$ cat src/rtl/button_event_gen.sv
// Debounced button event generator: per-channel 2-flop sync, debounce FSM, press/release/auto-repeat pulses.
// Optional auto-repeat (hold/repeat timers) enabled by macro BUTTON_EVENT_GEN_AUTO_REPEAT_EN.
module button_event_gen #(
  parameter int NUM_BTNS        = 2,
  parameter int DEBOUNCE_CYCLES = 500000,
  parameter int HOLD_CYCLES     = 50000000,
  parameter int REPEAT_CYCLES   = 10000000
) (
  input  logic                clk,
  input  logic                reset,
  input  logic [NUM_BTNS-1:0] btn_raw,
  output logic [NUM_BTNS-1:0] btn_level,
  output logic [NUM_BTNS-1:0] press_pulse,
  output logic [NUM_BTNS-1:0] release_pulse,
  output logic [NUM_BTNS-1:0] repeat_pulse
);

  if (NUM_BTNS < 1 || NUM_BTNS > 8) begin : g_bad_num_btns
    $error("NUM_BTNS must be 1..8");
  end
  if (DEBOUNCE_CYCLES < 2 || HOLD_CYCLES < 2 || REPEAT_CYCLES < 2) begin : g_bad_cycles
    $error("cycle parameters must be >= 2");
  end

  localparam int DW = $clog2(DEBOUNCE_CYCLES);
  // The sample that leaves IDLE/PRESSED is the first of the run, so the
  // counter only has to reach DEBOUNCE_CYCLES-2 before the final sample.
  localparam logic [DW-1:0] DB_LAST = DW'(DEBOUNCE_CYCLES - 2);

`ifdef BUTTON_EVENT_GEN_AUTO_REPEAT_EN
  localparam int HW = $clog2(HOLD_CYCLES);
  localparam int RW = $clog2(REPEAT_CYCLES);
  localparam logic [HW-1:0] HOLD_LAST = HW'(HOLD_CYCLES - 1);
  localparam logic [RW-1:0] REP_LAST  = RW'(REPEAT_CYCLES - 1);
`endif

  typedef enum logic [2:0] {
    IDLE,
    ARM_PRESS,
    PRESSED,
    REPEAT,
    ARM_RELEASE
  } state_t;

  for (genvar g = 0; g < NUM_BTNS; g++) begin : g_ch
    state_t        state_q, state_d;
    logic [1:0]    sync_q, sync_d;
    logic [DW-1:0] deb_cnt_q, deb_cnt_d;
    logic          level_q, level_d;
    logic          press_q, press_d;
    logic          rel_q, rel_d;
    logic          in_s;
`ifdef BUTTON_EVENT_GEN_AUTO_REPEAT_EN
    logic [HW-1:0] hold_cnt_q, hold_cnt_d;
    logic [RW-1:0] rep_cnt_q, rep_cnt_d;
    logic          rpt_q, rpt_d;
`endif

    assign in_s = sync_q[1];

    always_comb begin
      sync_d = {sync_q[0], btn_raw[g]};
    end

    always_comb begin
      state_d   = state_q;
      deb_cnt_d = deb_cnt_q;
      press_d   = 1'b0;
      rel_d     = 1'b0;
`ifdef BUTTON_EVENT_GEN_AUTO_REPEAT_EN
      hold_cnt_d = hold_cnt_q;
      rep_cnt_d  = rep_cnt_q;
      rpt_d      = 1'b0;
`endif
      case (state_q)
        IDLE: begin
          if (in_s) begin
            state_d   = ARM_PRESS;
            deb_cnt_d = '0;
          end
        end
        ARM_PRESS: begin
          if (!in_s) begin
            state_d   = IDLE;
            deb_cnt_d = '0;
          end else if (deb_cnt_q == DB_LAST) begin
            state_d   = PRESSED;
            deb_cnt_d = '0;
            press_d   = 1'b1;
`ifdef BUTTON_EVENT_GEN_AUTO_REPEAT_EN
            hold_cnt_d = '0;
`endif
          end else if (deb_cnt_q < DB_LAST) begin
            deb_cnt_d = deb_cnt_q + 1'b1;
          end
        end
        PRESSED: begin
          if (!in_s) begin
            state_d   = ARM_RELEASE;
            deb_cnt_d = '0;
          end
`ifdef BUTTON_EVENT_GEN_AUTO_REPEAT_EN
          else if (hold_cnt_q == HOLD_LAST) begin
            state_d   = REPEAT;
            rep_cnt_d = '0;
            rpt_d     = 1'b1;
          end else if (hold_cnt_q < HOLD_LAST) begin
            hold_cnt_d = hold_cnt_q + 1'b1;
          end
`endif
        end
`ifdef BUTTON_EVENT_GEN_AUTO_REPEAT_EN
        REPEAT: begin
          if (!in_s) begin
            state_d   = ARM_RELEASE;
            deb_cnt_d = '0;
          end else if (rep_cnt_q == REP_LAST) begin
            rep_cnt_d = '0;
            rpt_d     = 1'b1;
          end else if (rep_cnt_q < REP_LAST) begin
            rep_cnt_d = rep_cnt_q + 1'b1;
          end
        end
`endif
        ARM_RELEASE: begin
          if (in_s) begin
            // Bounce back to pressed: restart the hold timer, no new press event.
            state_d   = PRESSED;
            deb_cnt_d = '0;
`ifdef BUTTON_EVENT_GEN_AUTO_REPEAT_EN
            hold_cnt_d = '0;
`endif
          end else if (deb_cnt_q == DB_LAST) begin
            state_d   = IDLE;
            deb_cnt_d = '0;
            rel_d     = 1'b1;
          end else if (deb_cnt_q < DB_LAST) begin
            deb_cnt_d = deb_cnt_q + 1'b1;
          end
        end
        default: begin
          state_d   = IDLE;
          deb_cnt_d = '0;
        end
      endcase
      level_d = (state_d == PRESSED) || (state_d == REPEAT) || (state_d == ARM_RELEASE);
    end

    always_ff @(posedge clk) begin
      if (reset) begin
        state_q   <= IDLE;
        sync_q    <= '0;
        deb_cnt_q <= '0;
        level_q   <= 1'b0;
        press_q   <= 1'b0;
        rel_q     <= 1'b0;
      end else begin
        state_q   <= state_d;
        sync_q    <= sync_d;
        deb_cnt_q <= deb_cnt_d;
        level_q   <= level_d;
        press_q   <= press_d;
        rel_q     <= rel_d;
      end
    end

`ifdef BUTTON_EVENT_GEN_AUTO_REPEAT_EN
    always_ff @(posedge clk) begin
      if (reset) begin
        hold_cnt_q <= '0;
        rep_cnt_q  <= '0;
        rpt_q      <= 1'b0;
      end else begin
        hold_cnt_q <= hold_cnt_d;
        rep_cnt_q  <= rep_cnt_d;
        rpt_q      <= rpt_d;
      end
    end
    assign repeat_pulse[g] = rpt_q;
`else
    assign repeat_pulse[g] = 1'b0;
`endif

    assign btn_level[g]     = level_q;
    assign press_pulse[g]   = press_q;
    assign release_pulse[g] = rel_q;
  end

endmodule

$ cat config.mk
export PLATFORM = sky130hd
export DESIGN_NAME = button_event_gen
export DESIGN_NICKNAME = d
export VERILOG_FILES = /design/src/rtl/button_event_gen.sv
export SDC_FILE = /design/constraint.sdc
export NUM_CORES = 1
export LEC_CHECK = 0
export CORE_ASPECT_RATIO = 1.75
export CORE_MARGIN = 3
export CORE_UTILIZATION = 33
export CTS_CLUSTER_SIZE = 20
export DETAILED_ROUTE_END_ITERATION = 7
export GPL_ROUTABILITY_DRIVEN = 0
export PLACE_DENSITY_LB_ADDON = 0.3
export REMOVE_ABC_BUFFERS = 1
export SYNTH_ARGS = -nofsm -noshare
export SYNTH_HDL_FRONTEND = slang
export SYNTH_SLANG_ARGS = --single-unit
$ cat constraint.sdc
create_clock -name clk -period 3.1 [get_ports clk]
set_input_delay 0.62 -clock clk [delete_from_list [all_inputs] [get_ports clk]]
set_output_delay 0.62 -clock clk [all_outputs]
set_load 0.01 [all_outputs]
==> metrics.md <==
| Metric | Value |
|---|---|
| Outcome | complete, no violations |
| First-pass GRT wire length | 11560 um |
| Util after Layout | 37.40% |
| CP Class | flop to flop |
| Post-cts sizing count | 0 |
| Crit end category | flop |
| DRC Markers | 0 |
| TNS Setup | 0 ns |
| Die width | 78.46 um |
| Pin count of the biggest net entering global routing | 32 |
| LEAKAGE | 1.020 nW |
| Core ar. | 0.008840 mm^2 |
| # IOs | 12 |
| Synthesis Warnings | 0 |
| Slew margin rel. | 30.52% |
| Final setup violation count | 0 |
| CTS root buffer | clkbuf_16 |
| Clk pin slew, worst setup/hold paths | 0.07 ns |
| Fill cell count | 960 |
| Die area | 0.01042 mm^2 |
| Metal2 WL | 3787 um |
| Wire length per cell | 14.24 um |
| Final min period | 2.497 ns |
| Vias per cell | 5.699 |
| Max-Cap Viols | 0 |
| Total wire length | 6949 um |
| RSZ-0062 raised after global routing | false |
| Synth top area share | 35.66% |
| Primary FF master, synth | dfxtp_1 |
| Iter 0 DRT Violations | 79 |
| Worst VDD drop | 0.0003051 V |
| Post-synthesis register bit count | 54 |
| Setup Skew | 0.004219 ns |
| Number of synthesized flops with an enable pin | 0 |
| DP HPWL | 5202 um |
| Chip height | 132.8 um |
| Hold Crit Class | flop to flop |
| Initial antenna violation count | 0 |
| Mean Syn Cell Area | 8.020 um^2 |
| Synth top area cells | dfxtp_1 (36%), a21oi_1 (5.8%), nand3_1 (4.3%), o31ai_1 (4.2%), or4_1 (4.0%) |
| Syn Inst Count | 378 |
| Nets | 378 |
| Final Hold Viols | 0 |
| Drt first pass iters | 4 |
| Register area share after synthesis | 35.66% |
| Clk Latency, worst-skew pair | 0.29 ns |
| Ys async rst share | 0% |
| Routed via count | 2781 |
| GRT Util Overall | 13.41% |
| Design Area, Final | 0.003306 mm^2 |
| Worst path arrival time | 2.67 ns |
| N_diodes | 0 |
| Post-DP Area | 0.003156 mm^2 |
| Longest Clk Path Bufs | 2 |
| Layout cells sized above 1 | 5.391% |
| Clk sinks | 54 |
| Initial Utilization | 34.30% |
| Worst setup SP type | flop |
| Slew of the pin with the lowest slew margin | 1.016 ns |
| IO buf count | 9 |
| Pwr Density | 406.9 mW/mm^2 |
| CTS Hold Bufs | 0 |
| Met3 routed WL | 78 um |
| Remaining global-route overflow | 0 |
| TritonCTS Buffers | 5 |
| CP required | 3.27 ns |
| Crit share post-route | 80.53% |
| Top layer in use | met4 |
| Area Growth Syn to Fin | 9.038% |
| Mapped Area | 0.003032 mm^2 |
| Routed Antenna Nets | 0 |
| Area leader, netlist | dfxtp_1 |
| H-tree Lvls | 2 |
| DRT met1 WL | 2840 um |
| Final Max Tran Viols | 0 |
| CP Max Fanout | 19 |
| Row count | 45 |
| CTS tree | built |
| Vias in the first global route | 2609 |
| Maximum operating frequency | 0.4005 GHz |
| Postcts setup bufs | 0 |
| Synth cell types | 54 |
placed cells by master (no fill, tap or decap), types with 2 or more instances in the layout:
| master | instances |
|---|---|
| or3_1 | 14 |
| clkdlybuf4s50_1 | 9 |
| o21a_1 | 2 |
| nor2_1 | 27 |
| nand2_1 | 20 |
| o311a_1 | 3 |
| and3b_1 | 2 |
| or2_2 | 2 |
| o41ai_1 | 2 |
| and3_1 | 5 |
| o2111ai_1 | 2 |
| or4_1 | 16 |
| nor3_1 | 6 |
| nor4_1 | 3 |
| nand4b_1 | 2 |
| conb_1 | 2 |
| inv_1 | 16 |
| xnor2_1 | 3 |
| ha_1 | 4 |
| xor2_1 | 3 |
| nor4b_1 | 2 |
| o31ai_1 | 17 |
| a2111oi_0 | 3 |
| dfxtp_1 | 54 |
| nand4_1 | 12 |
| nand3_1 | 26 |
| nand3b_1 | 2 |
| buf_4 | 3 |
| nor3b_1 | 3 |
| and2_1 | 2 |
| nor4_2 | 2 |
| a21oi_1 | 35 |
| clkbuf_16 | 5 |
| o21ai_0 | 18 |
| o211ai_1 | 6 |
| nor2b_1 | 9 |
| a211oi_1 | 8 |
| and4_1 | 2 |
cell usage after synthesis (2+ instances only):
cell / count
nor4_1: 3
o21a_1: 2
a211oi_1: 8
nor4b_1: 2
xor2_1: 3
clkbuf_1: 17
buf_2: 3
nand4b_1: 2
nand3b_1: 2
and3_1: 5
dfxtp_1: 54
or3_1: 14
or4_1: 16
a21oi_1: 35
or2_2: 2
a2111oi_0: 3
o31ai_1: 17
and2_1: 2
nor3b_1: 3
inv_1: 16
nor3_1: 6
ha_1: 4
o21ai_0: 18
o311a_1: 3
nor2b_1: 9
nand2_1: 20
nand4_1: 12
buf_4: 8
and4_1: 2
nor2_1: 27
o2111ai_1: 2
xnor2_1: 3
nor4_2: 2
o41ai_1: 2
o211ai_1: 6
and3b_1: 2
nand3_1: 26
cell type report:
cell class / instances / area, um^2 / area share [%]
repair buffers: 12 / 112.6 / 3.407
well taps: 117 / 146.4 / 4.428
flip-flops and latches: 54 / 1081 / 32.70
multi-input cells: 281 / 1755 / 53.10
clock inverters: 3 / 25.02 / 0.7570
inverters: 16 / 60.06 / 1.817
clock buffers: 5 / 125.1 / 3.785
critical path, cell delays in order, from the launching register on:
cell	delay (ns)
dfxtp_1	0.48
ha_1	0.22
or3b_2	0.46
nor3_1	0.36
a21oi_1	0.17
o31ai_4	0.27
buf_4	0.27
o211ai_1	0.13
flip-flops by register name, indices dropped and copies added, names as in the netlist:
| register | count |
|---|---|
| g_ch.sync_q | 4 |
| g_ch.deb_cnt_q | 38 |
| g_ch.state_q | 6 |
| g_ch.level_q | 2 |
| g_ch.rel_q | 2 |
| g_ch.press_q | 2 |
kinds of logic (layout without fill, tap and decap cells):
group	after synthesis	after routing	share of synthesized area, %
xor gates and xnor gates	6	6	1.734
buffers and inverters	44	36	6.562
muxes	1	1	0.3714
other	1	2	0.1237
AOI/OAI and AO/OA	106	106	23.24
adders and majority gates	4	4	1.651
DFF	54	54	35.66
and+or+nand+nor	162	162	30.66
per-stage QoR:
step / std cells / hold WS (ns) / setup slack, ns / total power [mW]
global route: 488 / 0.4673 / 0.4442 / 1.398
global placement: 480 / 0.4313 / 0.5670 / 0.7909
finish: 488 / 0.4464 / 0.6034 / 1.345
CTS: 488 / 0.4534 / 0.5919 / 1.366
floorplan: 351 / 0.4138 / 0.7959 / 0.7664
detailed placement: 480 / 0.4269 / 0.6023 / 0.7920
final timing paths:
check                                           start                     to  slack (ns)  cells past startpoint
worst max-delay path             g_ch[0].deb_cnt_q[1]   g_ch[0].deb_cnt_q[9]        0.60                      7
worst min-delay path            g_ch[0].deb_cnt_q[18]  g_ch[0].deb_cnt_q[18]        0.45                      2
worst max register to register   g_ch[0].deb_cnt_q[1]   g_ch[0].deb_cnt_q[9]        0.60                      7
worst min register to register  g_ch[0].deb_cnt_q[18]  g_ch[0].deb_cnt_q[18]        0.45                      2
power by group:
group | switching, mW | leakage, nW | internal, mW
clock | 0.266 | 0.0704 | 0.304
combinational | 0.0393 | 0.513 | 0.0225
sequential | 0.0127 | 0.436 | 0.701
total | 0.318 | 1.02 | 1.03
per-layer routing:
layer  GRT usage (%)  up-vias
met1           13.26     1336
met4           6.907        0
met5               0        -
met2           25.76       20
li1                -     1410
met3           2.384       15
No activity file was read; power rests on OpenSTA's default activity.
